--- config.mk ---
export PLATFORM = sky130hd
export DESIGN_NAME = udp_cmd_dispatch
export DESIGN_NICKNAME = d
export VERILOG_FILES = /design/src/rtl/udp_pkg.sv /design/src/rtl/udp_dispatch_timer.sv /design/src/rtl/udp_cmd_dispatch.sv
export SDC_FILE = /design/constraint.sdc
export NUM_CORES = 1
export LEC_CHECK = 0
export CORE_MARGIN = 2
export CORE_UTILIZATION = 59
export CTS_BUF_LIST = sky130_fd_sc_hd__clkbuf_4 sky130_fd_sc_hd__clkbuf_8
export DETAILED_ROUTE_END_ITERATION = 10
export PLACE_DENSITY = 0.95
export SETUP_SLACK_MARGIN = 0.15
export SLEW_MARGIN = 20
export SYNTH_ARGS = -nofsm -noshare
export SYNTH_HDL_FRONTEND = slang
export SYNTH_HIERARCHICAL = 1
export SYNTH_SLANG_ARGS = --single-unit
--- constraint.sdc ---
create_clock -name clk -period 5.35 [get_ports clk]
set_clock_uncertainty 0.2 [all_clocks]
set_input_delay 0.8025 -clock clk [delete_from_list [all_inputs] [get_ports clk]]
set_output_delay 0.8025 -clock clk [all_outputs]
set_load 0.02 [all_outputs]
--- src/rtl/udp_pkg.sv ---
// Shared state encoding, checksum length and checksum helper for the UDP command dispatcher.
package udp_pkg;

   typedef enum logic [1:0] {IDLE, RECV, DISP, DROP} state_t;

   localparam int CSUM_LEN = 1;

   function automatic logic [7:0] csum_xor(input logic [7:0] acc, input logic [7:0] b);
      return acc ^ b;
   endfunction

endpackage

--- src/rtl/udp_dispatch_timer.sv ---
// Dispatch wait counter: restarts at 0 on start, stops on clear, flags expire at TIMEOUT-1.
module udp_dispatch_timer #(
   parameter int TIMEOUT = 1024
) (
   input  logic clk,
   input  logic rst,
   input  logic start,
   input  logic clear,
   output logic expire
);

   logic [15:0] cnt;
   logic        run;

   assign expire = run && (cnt == 16'(TIMEOUT - 1));

   always_ff @(posedge clk or posedge rst) begin
      if (rst) begin
         cnt <= '0;
         run <= 1'b0;
      end else if (start) begin
         cnt <= '0;
         run <= 1'b1;
      end else if (clear) begin
         cnt <= '0;
         run <= 1'b0;
      end else if (run && !expire) begin
         cnt <= cnt + 16'd1;
      end
   end

endmodule

--- src/rtl/udp_cmd_dispatch.sv ---
// Collects a target-id/payload frame from a UDP byte stream and hands it to one target.
// Define UDP_DISPATCH_CSUM_EN to expect and verify a trailing XOR checksum byte.
module udp_cmd_dispatch
   import udp_pkg::*;
#(
   parameter int N_TGT   = 4,
   parameter int PLEN    = 4,
   parameter int TIMEOUT = 1024
) (
   input  logic              clk,
   input  logic              rst,
   input  logic              valid,
   input  logic              rx_end,
   input  logic [7:0]        i_data,
   output logic [PLEN*8-1:0] o_data,
   output logic [N_TGT-1:0]  o_valid,
   input  logic [N_TGT-1:0]  i_ready,
   output logic              busy,
   output logic              err_len,
   output logic              err_tgt,
   output logic              err_csum,
   output logic [15:0]       drop_cnt
);

`ifdef UDP_DISPATCH_CSUM_EN
   localparam int EXP = PLEN + 1 + CSUM_LEN;
`else
   localparam int EXP = PLEN + 1;
`endif

   state_t            state, state_d;
   logic [7:0]        cnt, cnt_d, tgt, tgt_d;
   logic [PLEN*8-1:0] pay, pay_d;
   logic              ovr, ovr_d;
   logic              csum_ok, eof, hs, expire, tmr_start, tmr_clear;
   logic              len_e, tgt_e, cs_e, drop_inc;

   function automatic logic [15:0] sat_inc(input logic [15:0] v);
      return (v == 16'hFFFF) ? v : v + 16'd1;
   endfunction

   // Byte capture: values as they stand after this cycle's byte, so a byte
   // arriving together with rx_end is counted before the frame is judged.
   always_comb begin
      cnt_d = cnt;
      tgt_d = tgt;
      pay_d = pay;
      if (valid && state == IDLE) begin
         tgt_d = i_data;
         cnt_d = 8'd1;
      end else if (valid && state == RECV) begin
         if (cnt <= 8'(EXP)) cnt_d = cnt + 8'd1;
         for (int k = 0; k < PLEN; k++)
            if (cnt == 8'(k + 1)) pay_d[8*(PLEN-1-k) +: 8] = i_data;
      end
   end

`ifdef UDP_DISPATCH_CSUM_EN
   logic [7:0] csum, csum_d, rxcs, rxcs_d;

   always_comb begin
      csum_d = csum;
      rxcs_d = rxcs;
      if (valid && state == IDLE) begin
         csum_d = i_data;
      end else if (valid && state == RECV) begin
         if (cnt <= 8'(PLEN))          csum_d = csum_xor(csum, i_data);
         else if (cnt == 8'(PLEN + 1)) rxcs_d = i_data;
      end
   end

   always_ff @(posedge clk or posedge rst) begin
      if (rst) begin
         csum     <= '0;
         rxcs     <= '0;
         err_csum <= 1'b0;
      end else begin
         csum     <= csum_d;
         rxcs     <= rxcs_d;
         err_csum <= cs_e;
      end
   end

   assign csum_ok = (csum_d == rxcs_d);
`else
   assign csum_ok  = 1'b1;
   assign err_csum = 1'b0;
`endif

   always_comb begin
      for (int i = 0; i < N_TGT; i++)
         o_valid[i] = (state == DISP) && (tgt == 8'(i));
   end

   assign o_data = pay;
   assign busy   = (state != IDLE);
   assign eof    = rx_end && ((state == RECV) || (state == IDLE && valid));
   assign hs     = (state == DISP) && ((o_valid & i_ready) != '0);

   // Control: state transitions, error pulses and drop accounting
   always_comb begin
      state_d   = state;
      ovr_d     = ovr;
      len_e     = 1'b0;
      tgt_e     = 1'b0;
      cs_e      = 1'b0;
      drop_inc  = 1'b0;
      tmr_start = 1'b0;
      tmr_clear = 1'b0;
      unique case (state)
         IDLE: begin
            if (valid)       state_d = RECV;
            else if (rx_end) len_e   = 1'b1;
         end
         DISP: begin
            if (valid) ovr_d = 1'b1;
            if (rx_end) begin
               ovr_d    = 1'b0;
               drop_inc = 1'b1;
            end
            if (hs || expire) begin
               state_d   = ovr_d ? DROP : IDLE;
               ovr_d     = 1'b0;
               tmr_clear = 1'b1;
               tgt_e     = !hs;
            end
         end
         DROP: begin
            if (rx_end) begin
               state_d  = IDLE;
               drop_inc = 1'b1;
            end
         end
         default: ;
      endcase
      if (eof) begin
         state_d = IDLE;
         if (cnt_d != 8'(EXP))           len_e = 1'b1;
         else if (tgt_d >= 8'(N_TGT))    tgt_e = 1'b1;
         else if (!csum_ok)              cs_e  = 1'b1;
         else begin
            state_d   = DISP;
            tmr_start = 1'b1;
         end
      end
      drop_inc = drop_inc | len_e | tgt_e | cs_e;
   end

   always_ff @(posedge clk or posedge rst) begin
      if (rst) begin
         state    <= IDLE;
         cnt      <= '0;
         tgt      <= '0;
         pay      <= '0;
         ovr      <= 1'b0;
         err_len  <= 1'b0;
         err_tgt  <= 1'b0;
         drop_cnt <= '0;
      end else begin
         state   <= state_d;
         cnt     <= cnt_d;
         tgt     <= tgt_d;
         pay     <= pay_d;
         ovr     <= ovr_d;
         err_len <= len_e;
         err_tgt <= tgt_e;
         if (drop_inc) drop_cnt <= sat_inc(drop_cnt);
      end
   end

   udp_dispatch_timer #(.TIMEOUT(TIMEOUT)) u_timer (
      .clk    (clk),
      .rst    (rst),
      .start  (tmr_start),
      .clear  (tmr_clear),
      .expire (expire)
   );

endmodule

### After elaboration in Yosys (flattened, before gate mapping)

Cells that the tools add are included.

* bits in registers: 86
* input bits: 16

* $add $sub $neg: 3
* $lt $le $gt $ge: 2
* equality and inequality tests: 16
* muxes and demuxes: 37
* bitwise gates (word level): 5
* reduce and logical (&&, ||, !) cells: 28

Operator list (count)
* $mux W16: 3
* $add A16 B1 Y16 const B: 2
* $eq A8 B2 Y1 const B: 4
* $mux W8: 4
* $mux W1: 22
* $eq A16 B10 Y1 const B: 1
* $eq A16 B16 Y1 const B: 1
* $eq A8 B1 Y1 const B: 2
* $mux W2: 7
* $reduce_and A3 Y1: 4
* $logic_and A1 B1 Y1: 10
* $add A8 B1 Y8 const B: 1
* $eq A8 B3 Y1 const B: 1
* $ge A8 B3 Y1 const B: 1
* $le A8 B3 Y1 const B: 1
* $logic_not A8 Y1: 1
* $ne A8 B3 Y1 const B: 1
* $reduce_bool A4 Y1: 2
* $ne A3 B3 Y1 const B: 2
* $pmux W2 S3: 1
* $and A4 B4 Y4: 1
* $eq A2 B2 Y1 const B: 2
* $reduce_and A4 Y1: 1
* $reduce_bool A2 Y1: 2
* 10 further kinds: 14

### Logic depth before layout (Yosys ltp)

* depth in word-level cells: 13
* depth in mapped cells: 11
* mapped depth without buffers: 11

### Modules after synthesis

Netlist, hierarchy kept.

By module, submodules not included
* udp_cmd_dispatch: times used 1, cells each 270, area an instance 3130.5 sq um
* udp_dispatch_timer: times used 1, cells each 99, area an instance 959.7 sq um

### Worst setup path before layout

Ideal clock, no wire load.

* path kind: flip-flop to flip-flop
* start point: reg cnt[0] (netlist name)
* end point: reg u_timer.cnt[0]
* setup time: 134 ps
* data arrival time: 3064 ps
* path slack: 1952 ps
* stages on the path, launching flop included: 12
* buffers on the path: 2
* cells stage by stage: dfrtp_1 inv_1 ha_1 or3b_4 nand4_1 mux2i_2 nand2_1 a2111oi_0 or2_2 clkbuf_1 clkbuf_1 nor2_1

RTL lines
* end signal, assigned: RTL line udp_dispatch_timer.sv:28 `cnt <= cnt + 16'd1;`
* end, declared: RTL line udp_dispatch_timer.sv:12 `logic [15:0] cnt;`

### Worst setup path after layout

* start point: in valid
* end point: reg u_timer.cnt[14]

* longest elaborated chain between the ends: 7

RTL lines
* start, declared: RTL line udp_cmd_dispatch.sv:12 `input logic valid,`
* $logic_and A1 B1 Y1: RTL line udp_cmd_dispatch.sv:51 `end else if (valid && state == RECV) begin`
* $mux W8: RTL line udp_cmd_dispatch.sv:51
* $mux W8 *: RTL line udp_cmd_dispatch.sv:48 `if (valid && state == IDLE) begin`
* via cnt_d[2]: RTL line udp_cmd_dispatch.sv:32 `logic [7:0] cnt, cnt_d, tgt, tgt_d;`
* $ne A8 B3 Y1 *: RTL line udp_cmd_dispatch.sv:138 `if (cnt_d != 8'(EXP)) len_e = 1'b1;`
* $mux W1 *: RTL line udp_cmd_dispatch.sv:138
* $mux W1 *: RTL line udp_cmd_dispatch.sv:136 `if (eof) begin`
* via tmr_start: RTL line udp_cmd_dispatch.sv:35 `logic csum_ok, eof, hs, expire, tmr_start, tmr_clear;`
* $reduce_bool A3 Y1 (no line) or $mux W16 (tied branches)

Mark *: on every way through the listed nets, which the timed path passes. The rest lies on a longest branch.
A chain may end at the register's enable or synchronous reset.

==> results.sh <==
export IMPL_area_growth_syn_to_layout_pct=23.7
export IMPL_dp_cells=512
export IMPL_synth_cell_types=59
export IMPL_reg2reg_depth=11
export IMPL_tritoncts="yes"
export IMPL_drc=0
export IMPL_vias=3119
export IMPL_drv_slew=0
export IMPL_min_period_ns=3.51
export IMPL_period_share=0.655
export IMPL_cp_arrival_ns=3.56
export IMPL_port_buffer_count=70
export IMPL_tightest_slew_ns=0.851
export IMPL_grt_usage=0.256
export IMPL_drv_cap=0
export IMPL_nFillCells=440
export IMPL_core_area_um2=6760
export IMPL_fin_tns_setup_ns=0
export IMPL_rsz0062_at_grt="no"
export IMPL_dr_pass1_iters=4
export IMPL_cts_buffers=9
export IMPL_fp_dieW_um=87.3
export IMPL_post_cts_buffers=0
export IMPL_p_clk_frac=0.194
export IMPL_ant_nets=0
export IMPL_yosys_register_bits=86
export IMPL_synth_net_count=391
export IMPL_max_freq_mhz=285
export IMPL_critPathLaunchType="input pin"
export IMPL_synthCells=369
export IMPL_sw_frac_of_total=0.376
export IMPL_seq_area_frac_synth=0.526
export IMPL_drive_gt1_frac=0.161
export IMPL_yosys_area_top_type="dfrtp_1"
export IMPL_fin_area_um2=5060
export IMPL_hold_viol_final=0
export IMPL_htree_levels=3
export IMPL_dieHeight_um=87.3
export IMPL_yosysTopAreaCellShare=0.526
export IMPL_io_pins=72
export IMPL_multi_input_area_um2=1840
export IMPL_power_density_nw_per_um2=477
export IMPL_stdcell_count=528
export IMPL_core_rowCount=30
export IMPL_cts_hold_buf=0
export IMPL_grt_pass1_vias=3177
export IMPL_syn_avg_cell_area_um2=11.1
export IMPL_first_iter_violations=128
export IMPL_layout_common_cells="86 x dfrtp_1, 70 x clkdlybuf4s50_1, 52 x nand2_1"
export IMPL_grt_max_degree=70
export IMPL_hpwl_um=6400
export IMPL_fin_nets=465
export IMPL_place_ws_ns=1.48
export IMPL_wl_per_cell_um=17.1
export IMPL_grt_pass1_wl_um=15100
export IMPL_root_buffer="clkbuf_8"
export IMPL_ff_latch_area_um2=2150
export IMPL_setup_violations_final=0
export IMPL_worst_slack_ns=1.84
export IMPL_clock_path_buffers=2
export IMPL_crit_type="input pin to flop"
export IMPL_leakagePower_uw=0.00220
export IMPL_outcome="completed"
export IMPL_internal_power_uw=1510
export IMPL_initial_utilization=0.605
export IMPL_hold_path_class="flop to flop"
export IMPL_clock_sinks=86
export IMPL_gp_congestion=0.966
export IMPL_clkLatencyLatePin_ns=0.36
export IMPL_antenna_found_initial=0
export IMPL_cts_resized=0
export IMPL_viasPerCell=5.91
export IMPL_diodes=0
export IMPL_final_common_cell="dfrtp_1"
export IMPL_dieArea_um2=7610
export IMPL_relSlewSlack=0.433
export IMPL_end_kind="flop"
export IMPL_clkTransAtPathRegs_ns=0.09
export IMPL_ir_drop_uv=339
export IMPL_syn_cell_area_um2=4090
export IMPL_crit_fanout=17
export IMPL_p_comb_frac=0.375
export IMPL_hold_depth=2
export IMPL_p_sw_uw=908
export IMPL_ys_top_cells_by_area="dfrtp_1 53%, mux2_2 9.1%, nand2_1 4.8%"
export IMPL_worstPathRequired_ns=5.41
export IMPL_place_area_um2=4860
export IMPL_overflow=0
export IMPL_total_power_uw=2420
export IMPL_finalWirelength_um=9020
export IMPL_yosysWarningCount=6
export IMPL_seqPwrFrac=0.431
## critical path, cell delays in order
cell and delay (ns):
clkdlybuf4s50_1 0.51, or3b_1 0.53, nand2b_1 0.14, mux2i_2 0.27, nand2_1 0.07, a2111oi_0 0.41
buf_4 0.20, or2_2 0.31, nor2_1 0.08, a31o_1 0.22
## flip-flops by register name (all words and copies together), names as in the netlist
signal,cells
o_data,32
drop_cnt,16
u_timer/cnt,16
cnt,8
tgt,8
state,2
err_len,1
err_tgt,1
ovr,1
u_timer/run,1
## metal layers
| layer | vias to the layer above | track usage | part of all wire |
|---|---|---|---|
| met4 | 0 | 0.105 | 0.019 |
| met5 | - | 0 | 0 |
| met1 | 1529 | 0.318 | 0.42 |
| met3 | 18 | 0.0720 | 0.070 |
| li1 | 1461 | - | - |
| met2 | 111 | 0.422 | 0.49 |
## synth_stat cells, drive strengths merged
cell type,n
o31ai,4
a2111oi,2
nor2b,1
nor4,7
a41oi,1
o41ai,1
ha,6
o211ai,1
and4bb,2
nor4bb,1
nand2,52
and3b,1
xnor2,13
a31oi,1
nand2b,1
buf,4
nor2,24
or3b,2
inv,12
or2,2
or4,4
o21bai,1
a31o,1
a211oi,1
nand3,13
nor3,7
a21o,1
nand4,15
or4bb,1
xor2,7
conb,1
and4,3
a41o,1
and2,6
o21ai,8
mux2i,3
clkbuf,6
and3,5
nor3b,2
nand4b,1
mux4,1
dfrtp,86
a21oi,17
mux2,34
or3,6
## worst paths after layout
check | start | endpoint | slack, ns
setup / recovery | valid | u_timer/cnt[14] | 1.84
max in group asynchronous | rst | ovr | 3.56
hold reg to reg | tgt[4] | tgt[4] | 0.28
min in group asynchronous | rst | u_timer/cnt[7] | 0.68
hold / removal | tgt[4] | tgt[4] | 0.28
setup reg to reg | cnt[0] | u_timer/cnt[14] | 2.00
## cell families (layout without fill, tap and decap cells)
kind of cell               after synthesis  count (layout)  synth area share
DFF                                     86              86             0.526
muxes                                   38              38             0.107
other                                    1               1          0.000917
adders and majority gates                6               6            0.0184
AOI/OAI and AO/OA                       40              40            0.0694
and+or+nand+nor                        156             156             0.210
xor gates and xnor gates                20              20            0.0428
buffers and inverters                   22             101            0.0248
## per-stage QoR
stage | utilization | hold WS [ns]
6_report | 0.749 | 0.282
5_1_grt | 0.749 | 0.325
4_1_cts | 0.749 | 0.285
3_5_place_dp | 0.719 | 0.264
3_3_place_gp | 0.719 | 0.261
2_1_floorplan | - | 0.246
## final cells by class
type / instances / area share
clock buffer: 9 / 0.0245
clock inverter: 7 / 0.0158
inverter: 12 / 0.00890
multi-input combinational: 261 / 0.363
sequential: 86 / 0.425
tap: 80 / 0.0198
timing repair buffer: 73 / 0.143
## power groups by stage
| stage | clock network [uW] | logic (uW) | registers [uW] |
|---|---|---|---|
| detailed placement | 0 | 899 | 1040 |
| CTS | 474 | 910 | 1040 |
| floorplan | 0 | 393 | 1160 |
| global placement | 0 | 865 | 1030 |
| finish | 469 | 905 | 1040 |
| global route | 499 | 976 | 1070 |
No activity file was read; power rests on OpenSTA's default activity.
